<file path="config.mk">
export PLATFORM = sky130hd
export DESIGN_NAME = lvt_write_resolver
export DESIGN_NICKNAME = d
export VERILOG_FILES = /design/src/rtl/lvt_write_resolver.sv
export SDC_FILE = /design/constraint.sdc
export NUM_CORES = 1
export LEC_CHECK = 0
export BUFFER_PORTS_ARGS = -buffer_cell sky130_fd_sc_hd__buf_2
export CORE_MARGIN = 2
export CORE_UTILIZATION = 41
export CTS_CLUSTER_DIAMETER = 120
export DETAILED_ROUTE_END_ITERATION = 8
export PLACE_DENSITY = 0.83
export SETUP_SLACK_MARGIN = 0.5
export SYNTH_ARGS = -nofsm -noshare
export SYNTH_HDL_FRONTEND = slang
export SYNTH_SLANG_ARGS = --single-unit
</file>
<file path="constraint.sdc">
create_clock -name clock -period 1.2 [get_ports clock]
set_input_delay 0.12 -clock clock [delete_from_list [all_inputs] [get_ports clock]]
set_output_delay 0.12 -clock clock [all_outputs]
set_load 0.01 [all_outputs]
</file>
<file path="src/rtl/lvt_write_resolver.sv">
// rtl/lvt_write_resolver.sv - write-port front end for the 2W/4R LVT register file
// Registers two write requests, drops the older one on a same-address clash, and runs an init sweep after reset.
module lvt_write_resolver #(
  parameter int                    ADDR_WIDTH = 4,
  parameter int                    DATA_WIDTH = 32,
  parameter logic [DATA_WIDTH-1:0] INIT_VALUE = '0
) (
  input  logic                  clock,
  input  logic                  reset,
  input  logic                  we0_i,
  input  logic [ADDR_WIDTH-1:0] waddr0_i,
  input  logic [DATA_WIDTH-1:0] wdata0_i,
  input  logic                  we1_i,
  input  logic [ADDR_WIDTH-1:0] waddr1_i,
  input  logic [DATA_WIDTH-1:0] wdata1_i,
  output logic                  we0,
  output logic [ADDR_WIDTH-1:0] write_addr_0,
  output logic [DATA_WIDTH-1:0] write_data_0,
  output logic                  we1,
  output logic [ADDR_WIDTH-1:0] write_addr_1,
  output logic [DATA_WIDTH-1:0] write_data_1,
  output logic                  conflict_o,
  output logic                  busy_o
);

  typedef enum logic {
    ST_INIT = 1'b0,
    ST_RUN  = 1'b1
  } state_t;

  // Highest even address: the last pair of the sweep is (DEPTH-2, DEPTH-1).
  localparam logic [ADDR_WIDTH-1:0] LAST_PAIR = {{(ADDR_WIDTH-1){1'b1}}, 1'b0};
  localparam logic [ADDR_WIDTH-1:0] PAIR_STEP = ADDR_WIDTH'(2);

  state_t                state;
  state_t                state_next;
  logic [ADDR_WIDTH-1:0] counter;
  logic [ADDR_WIDTH-1:0] counter_next;
  logic [ADDR_WIDTH-1:0] counter_odd;

  logic                  run_conflict;
  logic                  we0_next;
  logic [ADDR_WIDTH-1:0] write_addr_0_next;
  logic [DATA_WIDTH-1:0] write_data_0_next;
  logic                  we1_next;
  logic [ADDR_WIDTH-1:0] write_addr_1_next;
  logic [DATA_WIDTH-1:0] write_data_1_next;
  logic                  conflict_next;

  // Counter is always even, so counter+1 is just the low bit set.
  assign counter_odd  = {counter[ADDR_WIDTH-1:1], 1'b1};
  assign run_conflict = we0_i & we1_i & (waddr0_i == waddr1_i);

  always_ff @(posedge clock) begin
    if (reset) begin
      state   <= ST_INIT;
      counter <= '0;
    end else begin
      state   <= state_next;
      counter <= counter_next;
    end
  end

  always_comb begin
    state_next   = state;
    counter_next = counter;
    if (state == ST_INIT) begin
      counter_next = counter + PAIR_STEP;
      if (counter == LAST_PAIR) begin
        state_next = ST_RUN;
      end
    end
  end

  always_comb begin
    we0_next          = 1'b0;
    write_addr_0_next = '0;
    write_data_0_next = '0;
    we1_next          = 1'b0;
    write_addr_1_next = '0;
    write_data_1_next = '0;
    conflict_next     = 1'b0;
    if (state == ST_INIT) begin
      we0_next          = 1'b1;
      write_addr_0_next = counter;
      write_data_0_next = INIT_VALUE;
      we1_next          = 1'b1;
      write_addr_1_next = counter_odd;
      write_data_1_next = INIT_VALUE;
    end else begin
      // Port 1 is the younger write; on a clash port 0 is suppressed.
      we0_next          = we0_i & ~run_conflict;
      write_addr_0_next = waddr0_i;
      write_data_0_next = wdata0_i;
      we1_next          = we1_i;
      write_addr_1_next = waddr1_i;
      write_data_1_next = wdata1_i;
      conflict_next     = run_conflict;
    end
  end

  always_ff @(posedge clock) begin
    if (reset) begin
      we0          <= 1'b0;
      write_addr_0 <= '0;
      write_data_0 <= '0;
      we1          <= 1'b0;
      write_addr_1 <= '0;
      write_data_1 <= '0;
      conflict_o   <= 1'b0;
    end else begin
      we0          <= we0_next;
      write_addr_0 <= write_addr_0_next;
      write_data_0 <= write_data_0_next;
      we1          <= we1_next;
      write_addr_1 <= write_addr_1_next;
      write_data_1 <= write_data_1_next;
      conflict_o   <= conflict_next;
    end
  end

  assign busy_o = (state == ST_INIT);

endmodule

</file>
; Word level (Yosys, flattened, before mapping)
; Index checks and enable logic that the tools add are counted.
[word_totals]
elab_cells = 24
input_bits = 76
reg_bits = 80
[classes]
bitwise = 5
muxes = 6
n_reduce_logical = 1
n_eq_ne = 2
add_sub_neg = 1
[op_table]
columns = operator, n
row1 = 4-bit two-way mux, 2
row2 = 4-bit by 2-bit adder with 4-bit output (second input constant), 1
row3 = 4-bit equality test, 1
row4 = 4-bit equality test (second input constant), 1
row5 = 1-bit two-way mux, 4
row6 = 1-bit AND, 3
row7 = 1-bit inverter, 2
row8 = 2-bit OR reduction, 1

; Longest topological paths before layout
; Gate-level depths: netlist of run 1.
[logic_depth]
ltp_word = 5
ltp_mapped = 5
ltp_nobuf = 4

; Worst setup path after synthesis of run 1
; No wires, ideal clock.
[synth_path]
path_kind = flip-flop to flip-flop
start = register state
end = register write_data_0[0]
slack_ns = 0.156
arrival_time_ns = 0.929
setup_time_ns = 0.115
n_path_buf = 3
period_less_slack_ns = 1.044
stages_incl_launch_ff = 6
t_required_ns = 1.085
cell_sequence = dfxtp_1 buf_4 nor2b_4 buf_6 buf_6 and2_1
[synth_between]
elab_chain_len = 2
[synth_lines]
columns = element, line
row1 = start: declaration, 35  ; state_t state;
row2 = start signal: assignment, 59  ; state <= state_next;
row3 = 1-bit inverter (no line), n/a
row4 = 2-bit OR reduction (no line), n/a
row5 = end signal: assignment, 114  ; write_data_0 <= write_data_0_next;
row6 = end: declaration, 18  ; output logic [DATA_WIDTH-1:0] write_data_0,
; No other way between the ends.
; A chain may end at the register's enable or synchronous reset.

; Worst setup path in the final report of run 1
[layout_path]
start = register state
end = register write_data_1[18]
[layout_between]
elab_chain_len = 2
[layout_lines]
columns = element, line
row1 = 1-bit inverter (no line), n/a
row2 = 2-bit OR reduction (no line), n/a
row3 = end signal: assignment, 117  ; write_data_1 <= write_data_1_next;
row4 = end: declaration, 21  ; output logic [DATA_WIDTH-1:0] write_data_1,
; No other way between the ends.

==> results of run 1 <==
-- repair_timing --
action                                  in CTS  in global routing
cloned                                       3                  6
resized for setup                           30                 91
hold endpoints to repair                    55                  6
endpoints found under the setup margin     154                155
hold buffers                                55                  6
pin swaps                                    3                 14
buffers inserted                             6                  0
-- stage by stage --
stage	cell area [µm²]	hold WS, ns	power, µW
2_1_floorplan	2370	0.189	2820
3_3_place_gp	3190	0.319	2970
3_5_place_dp	3190	0.321	2980
4_1_cts	4180	0.000997	5240
5_1_grt	4680	0.0125	5500
6_report	4680	0.0278	5290
-- routing by layer --
layer	share of wire, %	vias up	GRT usage (%)
li1	-	1062	-
met1	36	1057	22.3
met2	53	132	41.9
met3	7.6	29	8.14
met4	3.1	0	7.41
met5	0	-	0
-- state kept, by name, summed over array words and instances, names as in the netlist --
register	flops
state	1
we1	1
conflict_o	1
write_addr_1	4
counter	3
write_addr_0	4
write_data_0	32
we0	1
write_data_1	32
-- how the worst min path moves through the flow --
stage                            start                to  slack (ns)  cells past startpoint
after detailed placement  wdata0_i[19]  write_data_0[19]        0.32                      2
after CTS                 wdata0_i[14]  write_data_0[14]       0.001                      2
final                     wdata0_i[27]  write_data_0[27]        0.03                      2
after floorplan                  reset   write_addr_0[3]        0.19                      1
after global placement    wdata1_i[31]  write_data_1[31]        0.32                      2
after global routing      wdata0_i[27]  write_data_0[27]        0.01                      2
-- placed cells by master, fill, tap and decap left out, types with 2 or more instances in the layout --
master and count:
a21oi_1 4, a21oi_2 4, and2_1 37, and2_4 28, buf_12 2, buf_16 3
buf_2 113, buf_4 4, buf_6 42, bufinv_16 2, clkbuf_16 5, clkbuf_8 10
clkinv_2 3, dfxtp_1 39, dfxtp_2 39, dlygate4sd3_1 61, ha_4 2, inv_1 2
mux2i_1 2, nand2_1 8, nor2_1 4, xor2_1 4
-- report_power, final --
part	switching, µW	total, µW	internal (µW)
Combinational	166	460	295
Sequential	22.1	2680	2650
Clock	932	2150	1220
-- worst max-delay path, cell delays in order, from the launching register on --
cell and delay, ns:
dfxtp_4 0.36, nor2b_4 0.20, buf_6 0.17, clkbuf_16 0.15
and2_1 0.13
-- area by class of cell --
cell class	instances	area, µm²	share of cell area, %
Sequential cell	79	1630	34.9
Clock inverter	6	83.8	1.79
Multi-Input combinational cell	102	781	16.7
Timing Repair Buffer	231	1940	41.5
Inverter	3	16.3	0.347
Tap cell	72	90.1	1.92
Clock buffer	10	138	2.94
-- cell usage after synthesis, types with 2 or more instances --
master / n / area [µm²]
nor2_1: 5 / 18.8
ha_1: 2 / 25.0
nand2_1: 9 / 33.8
a21oi_1: 8 / 40.0
buf_6: 5 / 56.3
xor2_1: 4 / 35.0
dfxtp_1: 79 / 1580
inv_1: 3 / 11.3
and2_1: 65 / 407
mux2i_1: 2 / 20.0
clkbuf_2: 2 / 10.0
-- kinds of logic after synthesis --
logic type | after synthesis | share of synthesized area, %
and+or+nand+nor | 83 | 22.2
DFF | 79 | 67.6
buffers and inverters | 13 | 4.01
AOI/OAI and AO/OA | 10 | 2.41
xor gates and xnor gates | 5 | 1.87
muxes | 2 | 0.855
adders and majority gates | 2 | 1.07
==> flow_metrics.env, run 1 <==
export IMPL_n_antenna_cell=0
export IMPL_synth_cell_type_count=21
export IMPL_core_region_area_um2=5510
export IMPL_dp_slack_ns=0.195
export IMPL_fp_row_count=27
export IMPL_cts_htree_levels=3
export IMPL_layout_setup_ws_ns=0.129
export IMPL_hpwl_mm=3.76
export IMPL_final_hold_viol_count=0
export IMPL_grtUsageTotal_pct=22.2
export IMPL_outcome="complete, no violations"
export IMPL_ys_async_sr_fraction_pct=0
export IMPL_gr_total_overflow=0
export IMPL_cts_buffers=9
export IMPL_syn_area_um2=2340
export IMPL_p_per_area_nw_per_um2=1130
export IMPL_cts_buffer_depth=2
export IMPL_grt_antenna_before_repair=0
export IMPL_required_ns=1.47
export IMPL_rr_startpoint="state"
export IMPL_yosysWarnings=0
export IMPL_grt_pass1_vias=2247
export IMPL_drv_slew=0
export IMPL_drive_above_1_share_pct=61.7
export IMPL_wl_per_cell_um=16.7
export IMPL_dr_first_iter_drc_count=92
export IMPL_clock_sinks=79
export IMPL_worst_ir_drop_vdd_mv=0.923
export IMPL_start_kind="register"
export IMPL_cts_root_buf="clkbuf_8"
export IMPL_vias_per_cell=4.53
export IMPL_r2r_setup_slack_ns=0.13
export IMPL_clk_latency_ns=0.33
export IMPL_area_growth_pct=100
export IMPL_placedCellCount=411
export IMPL_path_max_fanout=4
export IMPL_final_setup_viol_count=0
export IMPL_n_fill_cell=271
export IMPL_rsz0062_at_grt="yes"
export IMPL_power_leakage_uw=0.00225
export IMPL_period_share_pct=89.3
export IMPL_synth_seq_cells=79
export IMPL_nets=504
export IMPL_crit_path_end="write_data_1[18]"
export IMPL_syn_avg_cell_area_um2=12.1
export IMPL_die_area_um2=6330
export IMPL_first_pass_iters=4
export IMPL_io_buffers=151
export IMPL_grt_max_degree=19
export IMPL_clkTransAtPathRegs_ns=0.08
export IMPL_slew_limit_headroom_pct=76.2
export IMPL_max_cap_violations=0
export IMPL_worst_pin_slew_ns=0.356
export IMPL_drc=0
export IMPL_r2r_cells=4
export IMPL_layout_min_cycle_time_ns=1.07
export IMPL_grt_pass1_wl_mm=10.6
export IMPL_io_pins=152
export IMPL_finalNonFillerCells=503
export IMPL_setup_tns_ns=0
export IMPL_end_kind="register"
export IMPL_syn_inst=194
export IMPL_wl_mm=8.42
export IMPL_max_freq_mhz=934
export IMPL_hp_class="input port to register"
export IMPL_criticalPathCategory="register to register"
export IMPL_die_y_um=79.6
export IMPL_critical_path_arrival_ns=1.34
export IMPL_syn_nets=272
export IMPL_dieWidth_um=79.6
export IMPL_finalClockSkew_ns=0.0106
export IMPL_place_gp_congestion=0.667
export IMPL_drtAntennaViolNets=0
export IMPL_worstReg2RegEnd="write_data_1[18]"
export IMPL_initial_utilization_pct=42.5
export IMPL_startpoint="state"
export IMPL_post_route_util_pct=85.1
export IMPL_via_count=2280
export IMPL_cts_tree="yes"
export IMPL_ys_seq_area_share_pct=67.6
export IMPL_synth_edf_count=0
export IMPL_ys_flop_type="dfxtp_1"
Note: power is estimated with default switching activity, not from simulation.
==> inputs of run 2 (changes only) <==
--- a/config.mk
+++ b/config.mk
@@ -5,7 +5,7 @@
 export SDC_FILE = /design/constraint.sdc
 export NUM_CORES = 1
 export LEC_CHECK = 0
-export BUFFER_PORTS_ARGS = -buffer_cell sky130_fd_sc_hd__buf_2
+export BUFFER_PORTS_ARGS = -buffer_cell sky130_fd_sc_hd__buf_4
 export CORE_MARGIN = 2
 export CORE_UTILIZATION = 41
 export CTS_CLUSTER_DIAMETER = 120
==> flow_metrics.env, run 2 (same netlist as run 1, synthesis figures left out) <==
export IMPL_hpwl_mm=3.96
export IMPL_rr_startpoint="state"
export IMPL_die_area_um2=6330
export IMPL_wl_per_cell_um=21.6
export IMPL_gr_total_overflow=0
export IMPL_crit_path_end="write_data_0[2]"
export IMPL_first_pass_iters=4
export IMPL_outcome="finished, violations left"
export IMPL_max_cap_violations=0
export IMPL_end_kind="register"
export IMPL_initial_utilization_pct=42.5
export IMPL_wl_mm=10.7
export IMPL_worst_pin_slew_ns=0.476
export IMPL_grt_antenna_before_repair=1
export IMPL_path_max_fanout=10
export IMPL_clkTransAtPathRegs_ns=0.09
export IMPL_rsz0062_at_grt="yes"
export IMPL_core_region_area_um2=5510
export IMPL_dr_first_iter_drc_count=123
export IMPL_clk_latency_ns=0.35
export IMPL_worst_ir_drop_vdd_mv=1.11
export IMPL_vias_per_cell=4.83
export IMPL_drtAntennaViolNets=0
export IMPL_cts_buffers=9
export IMPL_post_route_util_pct=90.8
export IMPL_criticalPathCategory="register to register"
export IMPL_whs_ns=-0.00168
export IMPL_nets=495
export IMPL_cts_htree_levels=3
export IMPL_dieWidth_um=79.6
export IMPL_start_kind="register"
export IMPL_layout_min_cycle_time_ns=1.10
export IMPL_finalClockSkew_ns=0.0138
export IMPL_worstReg2RegEnd="write_data_0[2]"
export IMPL_io_pins=152
export IMPL_critical_path_arrival_ns=1.37
export IMPL_fp_row_count=27
export IMPL_final_cell_mix="buf_6 (78), buf_4 (77), dfxtp_2 (75)"
export IMPL_power_leakage_uw=0.00228
export IMPL_io_buffers=151
export IMPL_drv_slew=0
export IMPL_die_y_um=79.6
export IMPL_final_common_cell="buf_6"
export IMPL_clock_sinks=79
export IMPL_final_hold_viol_count=1
export IMPL_cts_buffer_depth=2
export IMPL_grt_pass1_vias=2389
export IMPL_required_ns=1.47
export IMPL_r2r_setup_slack_ns=0.1
export IMPL_cts_tree="yes"
export IMPL_startpoint="state"
export IMPL_period_share_pct=91.7
export IMPL_violations="hold timing"
export IMPL_drc=0
export IMPL_slew_limit_headroom_pct=68.0
export IMPL_max_freq_mhz=909
export IMPL_via_count=2392
export IMPL_area_growth_pct=114
export IMPL_grtUsageTotal_pct=26.6
export IMPL_grt_max_degree=39
export IMPL_r2r_cells=4
export IMPL_setup_tns_ns=0
export IMPL_reg_top3="write_data_0 x32, write_data_1 x32"
export IMPL_hp_class="input port to register"
export IMPL_cts_root_buf="clkbuf_8"
export IMPL_final_setup_viol_count=0
export IMPL_grt_pass1_wl_mm=12.4
export IMPL_drive_above_1_share_pct=70.1
export IMPL_place_gp_congestion=0.700
export IMPL_p_per_area_nw_per_um2=1000
-- run 2: cell count changes in the layout (fill, tap and decap cells not counted), moves of 35 or more --
cell / delta
buf_2: -113
buf_4: +73
buf_6: +36
dfxtp_2: +36
dfxtp_1: -35
-- run 2: per-stage QoR --
| step | cells | setup slack (ns) | power, µW | hold WS (ns) | instance area, µm² |
|---|---|---|---|---|---|
| finish | 495 | 0.0996 | 5020 | -0.00168 | 5000 |
| floorplan | 194 | 0.185 | 2820 | 0.189 | 2370 |
| global placement | 410 | 0.232 | 3050 | 0.321 | 3550 |
| global route | 495 | 0.0810 | 5170 | -0.00551 | 5000 |
| CTS | 489 | 0.151 | 4850 | 0.000361 | 4780 |
| detailed placement | 410 | 0.190 | 3060 | 0.325 | 3550 |
-- run 2: timing repair --
action / CTS / global route
endpoints found under the hold margin: 56 / 1
hold buffers: 56 / 1
setup endpoints to repair: 155 / 155
setup buffers: 4 / 0
gates resized for setup: 135 / 62
cloned: 3 / 4
pin swaps: 14 / 8
-- run 2: how the worst min path moves through the flow --
stage | cells after the start | slack [ns] | end | start
2_1_floorplan | 1 | 0.19 | write_addr_0[3] | reset
3_3_place_gp | 2 | 0.32 | write_data_1[31] | wdata1_i[31]
3_5_place_dp | 2 | 0.33 | write_data_0[26] | wdata0_i[26]
4_1_cts | 2 | 0.0004 | write_data_0[19] | wdata0_i[19]
5_1_grt | 2 | -0.006 | write_data_1[8] | wdata1_i[8]
6_report | 2 | -0.002 | write_data_1[8] | wdata1_i[8]
-- run 2: metal layers --
layer,GRT usage [%],vias up,share of wire (%)
met1,25.9,1145,34
met2,50.5,162,54
met4,13.3,0,4.0
li1,-,1047,-
met5,0,-,0
met3,7.58,38,7.0
-- run 2: area by class of cell --
| cell class | instances | area [µm²] |
|---|---|---|
| multi-input cells | 102 | 793 |
| inverters | 3 | 16.3 |
| well taps | 72 | 90.1 |
| repair buffers | 222 | 2260 |
| fillers | 199 | 507 |
| clock buffers | 10 | 128 |
| diodes | 1 | 2.50 |
| clock inverters | 6 | 37.5 |
| flip-flops and latches | 79 | 1680 |
-- run 2: worst max-delay path, cell delays in order, from the launching register on --
cell and delay (ns):
dfxtp_2 0.36, nor2b_4 0.19, buf_12 0.17, buf_16 0.14
and2_1 0.17
-- run 2: power by group --
part	internal, µW	switching (µW)
logic	365	197
clock network	743	1030
registers	2660	25.3
